File: src/rtl/muldiv_sequencer_pkg.sv
// Shared types for the RV32M multi-cycle sequencer: funct3 op encoding, FSM states,
// divider iteration count and operand-signedness helpers.
package muldiv_sequencer_pkg;

    typedef enum logic [2:0] {
        OP_MUL    = 3'b000,
        OP_MULH   = 3'b001,
        OP_MULHSU = 3'b010,
        OP_MULHU  = 3'b011,
        OP_DIV    = 3'b100,
        OP_DIVU   = 3'b101,
        OP_REM    = 3'b110,
        OP_REMU   = 3'b111
    } muldiv_op_t;

    typedef enum logic [1:0] {
        S_IDLE,
        S_MUL,
        S_DIV,
        S_DONE
    } muldiv_state_t;

    localparam int DIV_ITERS = 32;

    function automatic logic op_a_signed(input muldiv_op_t op);
        return (op == OP_MUL) || (op == OP_MULH) || (op == OP_MULHSU) ||
               (op == OP_DIV) || (op == OP_REM);
    endfunction

    // MULHSU treats rs2 as unsigned; the low word of MUL is sign-agnostic anyway.
    function automatic logic op_b_signed(input muldiv_op_t op);
        return (op == OP_MUL) || (op == OP_MULH) || (op == OP_DIV) || (op == OP_REM);
    endfunction

endpackage

File: src/rtl/muldiv_div_core.sv
// Radix-2 restoring divider on unsigned magnitudes. The first iteration runs in the
// start cycle; done flags the cycle whose step produces the final quotient/remainder.
module muldiv_div_core
    import muldiv_sequencer_pkg::*;
#(
    parameter int XLEN = 32
) (
    input  logic            clk,
    input  logic            rst_n,
    input  logic            start,
    input  logic [XLEN-1:0] dividend,
    input  logic [XLEN-1:0] divisor,
    output logic            done,
    output logic [XLEN-1:0] quotient,
    output logic [XLEN-1:0] remainder
);

    localparam int CNT_W = $clog2(DIV_ITERS);

    logic [CNT_W-1:0] cnt;
    logic             active;
    logic [XLEN-1:0]  rem_q, quo_q, dsr_q;
    logic [XLEN-1:0]  rem_in, quo_in, dsr_in;
    logic [XLEN-1:0]  rem_step, quo_step;
    logic [XLEN:0]    trial;

    always_comb begin
        rem_in = start ? '0       : rem_q;
        quo_in = start ? dividend : quo_q;
        dsr_in = start ? divisor  : dsr_q;
        // One extra bit so a borrow shows up as the sign of the trial subtraction.
        trial  = {rem_in, quo_in[XLEN-1]} - {1'b0, dsr_in};
        if (trial[XLEN]) begin
            rem_step = {rem_in[XLEN-2:0], quo_in[XLEN-1]};
            quo_step = {quo_in[XLEN-2:0], 1'b0};
        end else begin
            rem_step = trial[XLEN-1:0];
            quo_step = {quo_in[XLEN-2:0], 1'b1};
        end
    end

    assign done      = active && !start && (cnt == '0);
    assign quotient  = quo_step;
    assign remainder = rem_step;

    always_ff @(posedge clk or negedge rst_n) begin
        if (!rst_n) begin
            active <= 1'b0;
            cnt    <= '0;
        end else if (start) begin
            active <= 1'b1;
            cnt    <= CNT_W'(DIV_ITERS - 2);
        end else if (active) begin
            if (cnt == '0) active <= 1'b0;
            else           cnt    <= cnt - 1'b1;
        end
    end

    always_ff @(posedge clk) begin
        if (start || active) begin
            rem_q <= rem_step;
            quo_q <= quo_step;
        end
        if (start) dsr_q <= divisor;
    end

endmodule

File: src/rtl/muldiv_sequencer.sv
// RV32M multi-cycle sequencer: stalls execute while a multiply or divide runs, then
// strobes the result for one cycle. Optional build macro MULDIV_EARLY_OUT_EN.
module muldiv_sequencer
    import muldiv_sequencer_pkg::*;
#(
    parameter int XLEN        = 32,
    parameter int MUL_LATENCY = 2
) (
    input  logic            clk_i,
    input  logic            reset_ni,
    input  logic            start_e_i,
    input  muldiv_op_t      op_e_i,
    input  logic [XLEN-1:0] src_a_e_i,
    input  logic [XLEN-1:0] src_b_e_i,
    input  logic            flush_e_i,
    output logic            stall_o,
    output logic [XLEN-1:0] result_o,
    output logic            result_valid_o,
    output logic            busy_o
);

    localparam int CNT_W = 3;

    muldiv_state_t     state, state_next;
    muldiv_op_t        op_q;
    logic [XLEN-1:0]   a_q, b_q;
    logic [CNT_W-1:0]  cnt;
    logic              div_setup;
    logic [XLEN-1:0]   result_q, result_d;
    logic              result_en, load;

    logic              a_neg, b_neg;
    logic [XLEN-1:0]   abs_a, abs_b;
    logic [2*XLEN-1:0] prod_mag, prod;
    logic [XLEN-1:0]   mul_result;

    logic              is_rem, div_short;
    logic [XLEN-1:0]   spec_q, spec_r;
    logic              core_start, core_done;
    logic [XLEN-1:0]   core_quo, core_rem, div_result;

    // Operands are held for the whole op, so signs and magnitudes are derived from them.
    always_comb begin
        a_neg    = op_a_signed(op_q) & a_q[XLEN-1];
        b_neg    = op_b_signed(op_q) & b_q[XLEN-1];
        abs_a    = a_neg ? -a_q : a_q;
        abs_b    = b_neg ? -b_q : b_q;
        prod_mag = (2*XLEN)'(abs_a) * (2*XLEN)'(abs_b);
        prod     = (a_neg ^ b_neg) ? -prod_mag : prod_mag;
        mul_result = (op_q == OP_MUL) ? prod[XLEN-1:0] : prod[2*XLEN-1:XLEN];
    end

    always_comb begin
        is_rem    = op_q[1];
        div_short = 1'b0;
        spec_q    = '0;
        spec_r    = a_q;
        if (b_q == '0) begin
            div_short = 1'b1;
            spec_q    = '1;
        end else if (op_a_signed(op_q) && (a_q == {1'b1, {(XLEN-1){1'b0}}}) && (b_q == '1)) begin
            div_short = 1'b1;
            spec_q    = a_q;
            spec_r    = '0;
        end
`ifdef MULDIV_EARLY_OUT_EN
        else if (abs_a < abs_b) begin
            div_short = 1'b1;
        end
`endif
        if (is_rem) div_result = a_neg ? -core_rem : core_rem;
        else        div_result = (a_neg ^ b_neg) ? -core_quo : core_quo;
    end

    muldiv_div_core #(
        .XLEN(XLEN)
    ) u_div_core (
        .clk      (clk_i),
        .rst_n    (reset_ni),
        .start    (core_start),
        .dividend (abs_a),
        .divisor  (abs_b),
        .done     (core_done),
        .quotient (core_quo),
        .remainder(core_rem)
    );

    always_comb begin
        state_next     = state;
        stall_o        = 1'b0;
        result_valid_o = 1'b0;
        load           = 1'b0;
        core_start     = 1'b0;
        result_en      = 1'b0;
        result_d       = result_q;
        case (state)
            S_IDLE: begin
                // Gated by reset so the held instruction is not stalled while in reset.
                if (start_e_i && !flush_e_i && reset_ni) begin
                    stall_o    = 1'b1;
                    load       = 1'b1;
                    state_next = op_e_i[2] ? S_DIV : S_MUL;
                end
            end
            S_MUL: begin
                stall_o = 1'b1;
                if (flush_e_i) begin
                    state_next = S_IDLE;
                end else if (cnt == '0) begin
                    state_next = S_DONE;
                    result_en  = 1'b1;
                    result_d   = mul_result;
                end
            end
            S_DIV: begin
                stall_o = 1'b1;
                if (flush_e_i) begin
                    state_next = S_IDLE;
                end else if (div_setup) begin
                    if (div_short) begin
                        state_next = S_DONE;
                        result_en  = 1'b1;
                        result_d   = is_rem ? spec_r : spec_q;
                    end else begin
                        core_start = 1'b1;
                    end
                end else if (core_done) begin
                    state_next = S_DONE;
                    result_en  = 1'b1;
                    result_d   = div_result;
                end
            end
            S_DONE: begin
                result_valid_o = 1'b1;
                state_next     = S_IDLE;
            end
            default: state_next = S_IDLE;
        endcase
    end

    always_ff @(posedge clk_i or negedge reset_ni) begin
        if (!reset_ni) begin
            state     <= S_IDLE;
            cnt       <= '0;
            div_setup <= 1'b0;
            result_q  <= '0;
        end else begin
            state <= state_next;
            if (load)                           cnt <= CNT_W'(MUL_LATENCY - 1);
            else if (state == S_MUL && cnt != '0) cnt <= cnt - 1'b1;
            if (load)                div_setup <= 1'b1;
            else if (state == S_DIV) div_setup <= 1'b0;
            if (result_en) result_q <= result_d;
        end
    end

    always_ff @(posedge clk_i) begin
        if (load) begin
            op_q <= op_e_i;
            a_q  <= src_a_e_i;
            b_q  <= src_b_e_i;
        end
    end

    assign busy_o   = (state != S_IDLE);
    assign result_o = result_q;

endmodule
File: config.mk
export PLATFORM = sky130hd
export DESIGN_NAME = muldiv_sequencer
export DESIGN_NICKNAME = d
export VERILOG_FILES = /design/src/rtl/muldiv_sequencer_pkg.sv /design/src/rtl/muldiv_div_core.sv /design/src/rtl/muldiv_sequencer.sv
export SDC_FILE = /design/constraint.sdc
export NUM_CORES = 2
export LEC_CHECK = 0
export ABC_CLOCK_PERIOD_IN_PS = 13450
export CELL_PAD_IN_SITES_DETAIL_PLACEMENT = 0
export CELL_PAD_IN_SITES_GLOBAL_PLACEMENT = 1
export CORE_MARGIN = 5
export CORE_UTILIZATION = 51
export DETAILED_ROUTE_END_ITERATION = 6
export HOLD_SLACK_MARGIN = 0.1
export PLACE_DENSITY_LB_ADDON = 0.1
export RECOVER_POWER = 50
export SLEW_MARGIN = 20
export SYNTH_ARGS = -nofsm -noshare
export SYNTH_HDL_FRONTEND = slang
export SYNTH_SLANG_ARGS = --single-unit
File: constraint.sdc
create_clock -name clk_i -period 13.45 [get_ports clk_i]
set_clock_uncertainty 0.15 [all_clocks]
set_input_delay 2.69 -clock clk_i [delete_from_list [all_inputs] [get_ports clk_i]]
set_output_delay 2.69 -clock clk_i [all_outputs]
set_load 0.005 [all_outputs]
==> flow_summary.json <==
{
  "status": "finished, violations left",
  "violations": "capacitance limit, slew limit",
  "fin_nets": 7177,
  "timing.rr.start": "a_q[6]",
  "clkLatencyLatePin_ns": 0.58,
  "min_path_type": "reg -> reg",
  "hold_viol_final": 0,
  "cts_hold_buf": 0,
  "maxSlewViolCount": 255,
  "netlist_area_sq_mm": 0.0495,
  "drive_gt1_share_pct": 6.46,
  "drc": 0,
  "wl_microns": 201000,
  "period_needed_ns": 12.97,
  "rsz0062_at_grt": "false",
  "synth_top_cell_area_share_pct": 36.3,
  "worstSetupPathType": "reg -> reg",
  "synth_warnings": 0,
  "overflow": 0,
  "cts_buffers": 25,
  "grt_max_degree": 65,
  "cts_root_buf": "clkbuf_16",
  "tightest_slew_ns": 4.06,
  "dieArea_sq_mm": 0.103,
  "ant_nets": 0,
  "cts_num_sinks": 207,
  "antenna_found_initial": 7,
  "fill_cells": 9089,
  "crit_arrival_ns": 13.22,
  "mostFrequentLayoutCell": "inv_1",
  "finalCritPeriodShare_pct": 96.4,
  "syn_inst": 5867,
  "port_buffers": 105,
  "clk_pin_slew_worst_paths_ns": 0.07,
  "yosys-top-cells-area": "fa_1 36%, edfxtp_1 7.9%, ha_1 7.8%",
  "crit_fanout": 11,
  "hpwl_microns": 167000,
  "vias": 44100,
  "die_w_microns": 322,
  "setup-violations-final": 0,
  "worst_setup_path_start_kind": "register",
  "core_sq_mm": 0.0966,
  "synthFlopType": "edfxtp_1",
  "cap_violations": 6,
  "setup_tns_ns": 0,
  "crit_path_frequent_cell": "fa_1",
  "grt_pass1_wl_microns": 295000,
  "ys_types": 103,
  "maxSlewHeadroom_pct": -171,
  "max_freq_mhz": 77.1,
  "end_kind": "register",
  "path_buf_inv": 4,
  "crit_start": "a_q[6]",
  "rows": 114,
  "crit_family": "adder cells",
  "gp_congestion": 1.03,
  "ys_ff_latch": 207,
  "viasPerCell": 6.12,
  "drt_iter0_markers": 5016,
  "max_stage_delay_ns": 0.97,
  "drt_pass1_iterations": 6,
  "cts_resized": 0,
  "cts.htree.levels": 1,
  "yosysTopAreaCell": "fa_1",
  "holdCritStartpoint": "u_div_core.dsr_q[24]",
  "cts_buffer_depth": 3,
  "synth.net_count": 7145,
  "seq_area_frac_synth_pct": 11.5,
  "cts_tree": "done",
  "fp.dieH_microns": 322,
  "initial_core_util_pct": 51.3,
  "grt_pass1_vias": 44100,
  "crit_slowest_cell": "xor2_1",
  "wl_per_cell_microns": 27.9,
  "grt_use_total_pct": 38.6,
  "cp.required_ns": 13.70,
  "avgSynthCellArea_sq_um": 8.44,
  "most-common-layout-cells": "979 x inv_1, 897 x fa_1, 781 x nor2_1",
  "ioPinCount": 106,
  "cts_setup_buffers": 0,
  "synth-edff-count": 131,
  "area_growth_pct": 9.04,
  "synth_async_sr_flop_share_pct": 21.3
}
==> path summary, 6_finish.rpt <==
kind,end,slack [ns],cells past startpoint
worst min-delay path,u_div_core.dsr_q[24],0.30,2
max in group asynchronous,div_setup,8.98,1
min in group asynchronous,result_o[22],2.75,1
worst max register to register,result_o[20],0.48,29
worst min register to register,u_div_core.dsr_q[24],0.30,2
worst max-delay path,result_o[20],0.48,29
==> Yosys cell counts, types with 8 or more instances <==
library cell	count
nor2_1	780
a21oi_1	256
a211oi_1	44
a211o_1	13
o21ai_1	21
o221ai_1	17
o21a_1	23
o211ai_1	44
a31oi_1	45
and4_1	12
or2_2	11
a41oi_1	8
o31ai_1	51
o41ai_1	14
o21ai_0	165
or4_1	17
ha_1	310
xnor2_1	175
fa_1	897
buf_2	9
inv_1	979
nor3_1	79
nand4_1	56
nand3_1	55
nand2_1	707
or3_1	44
dfrtp_1	44
nand3b_1	8
mux2i_1	22
xor2_1	96
o22ai_1	12
nor4_1	30
o21bai_1	11
and2_1	63
o31a_1	9
dfxtp_1	32
nor2b_1	13
a21o_1	42
mux2_2	12
and3_1	31
buf_1	8
clkbuf_1	287
nand2b_1	26
edfxtp_1	131
==> per-layer routing <==
metal	global-route usage (%)	wire length [microns]	part of all wire, %	vias to the layer above
li1	-	-	-	18900
met4	19.6	13300	6.6	6
met2	58.3	86900	43	2520
met1	53.1	80000	40	22200
met5	0	46	0.023	-
met3	7.79	20700	10	505
==> per-stage QoR <==
stage          util [%]  hold slack [ns]  cell area [sq um]  setup slack, ns  instances
6_report           55.9            0.303              54000            0.480       7196
5_1_grt            55.9            0.332              54000           0.0786       7193
4_1_cts            55.9            0.309              54000            0.733       7193
3_5_place_dp       55.1            0.285              53200            0.804       7148
3_3_place_gp       55.1            0.284              53200            0.865       7148
2_1_floorplan         -            0.268              49500             2.15       5867
==> tightest hold or removal path, stage by stage, from the launching register on <==
cell and delay (ns):
dfxtp_1 0.30, nand2_1 0.05, nand2_1 0.06
==> area by class of cell <==
| type | instances | area, sq um | area share [%] |
|---|---|---|---|
| diodes | 3 | 7.51 | 0.0139 |
| clock buffers | 26 | 629 | 1.17 |
| clock inverters | 19 | 188 | 0.348 |
| inverters | 981 | 3680 | 6.82 |
| multi-input cells | 4373 | 39600 | 73.4 |
| flip-flops and latches | 207 | 5680 | 10.5 |
| well taps | 1276 | 1600 | 2.96 |
| repair buffers | 311 | 2610 | 4.82 |
==> flip-flops by register name, summed over array words and instances (netlist names) <==
name	cells
cnt	3
state	2
u_div_core.cnt	5
a_q	32
op_q	3
div_setup	1
b_q	32
u_div_core.active	1
u_div_core.rem_q	32
u_div_core.dsr_q	32
result_o	32
u_div_core.quo_q	32
==> cells by family (layout without fill, tap and decap cells) <==
kind of cell	after synthesis	in the layout	share of synthesized area (%)
AO/OA/AOI/OAI	888	888	11.7
XOR/XNOR	271	271	4.79
adder cells (fa/ha/maj)	1207	1207	44.1
buffers and inverters	1287	1337	9.81
flip-flops	207	207	11.5
multiplexers	35	35	0.763
other	0	3	0
AND/OR/NAND/NOR	1972	1972	17.4
Power is left out: the tool's default activity adds up to more than one toggle a clock period on the data nets, which glitch-free logic cannot reach.
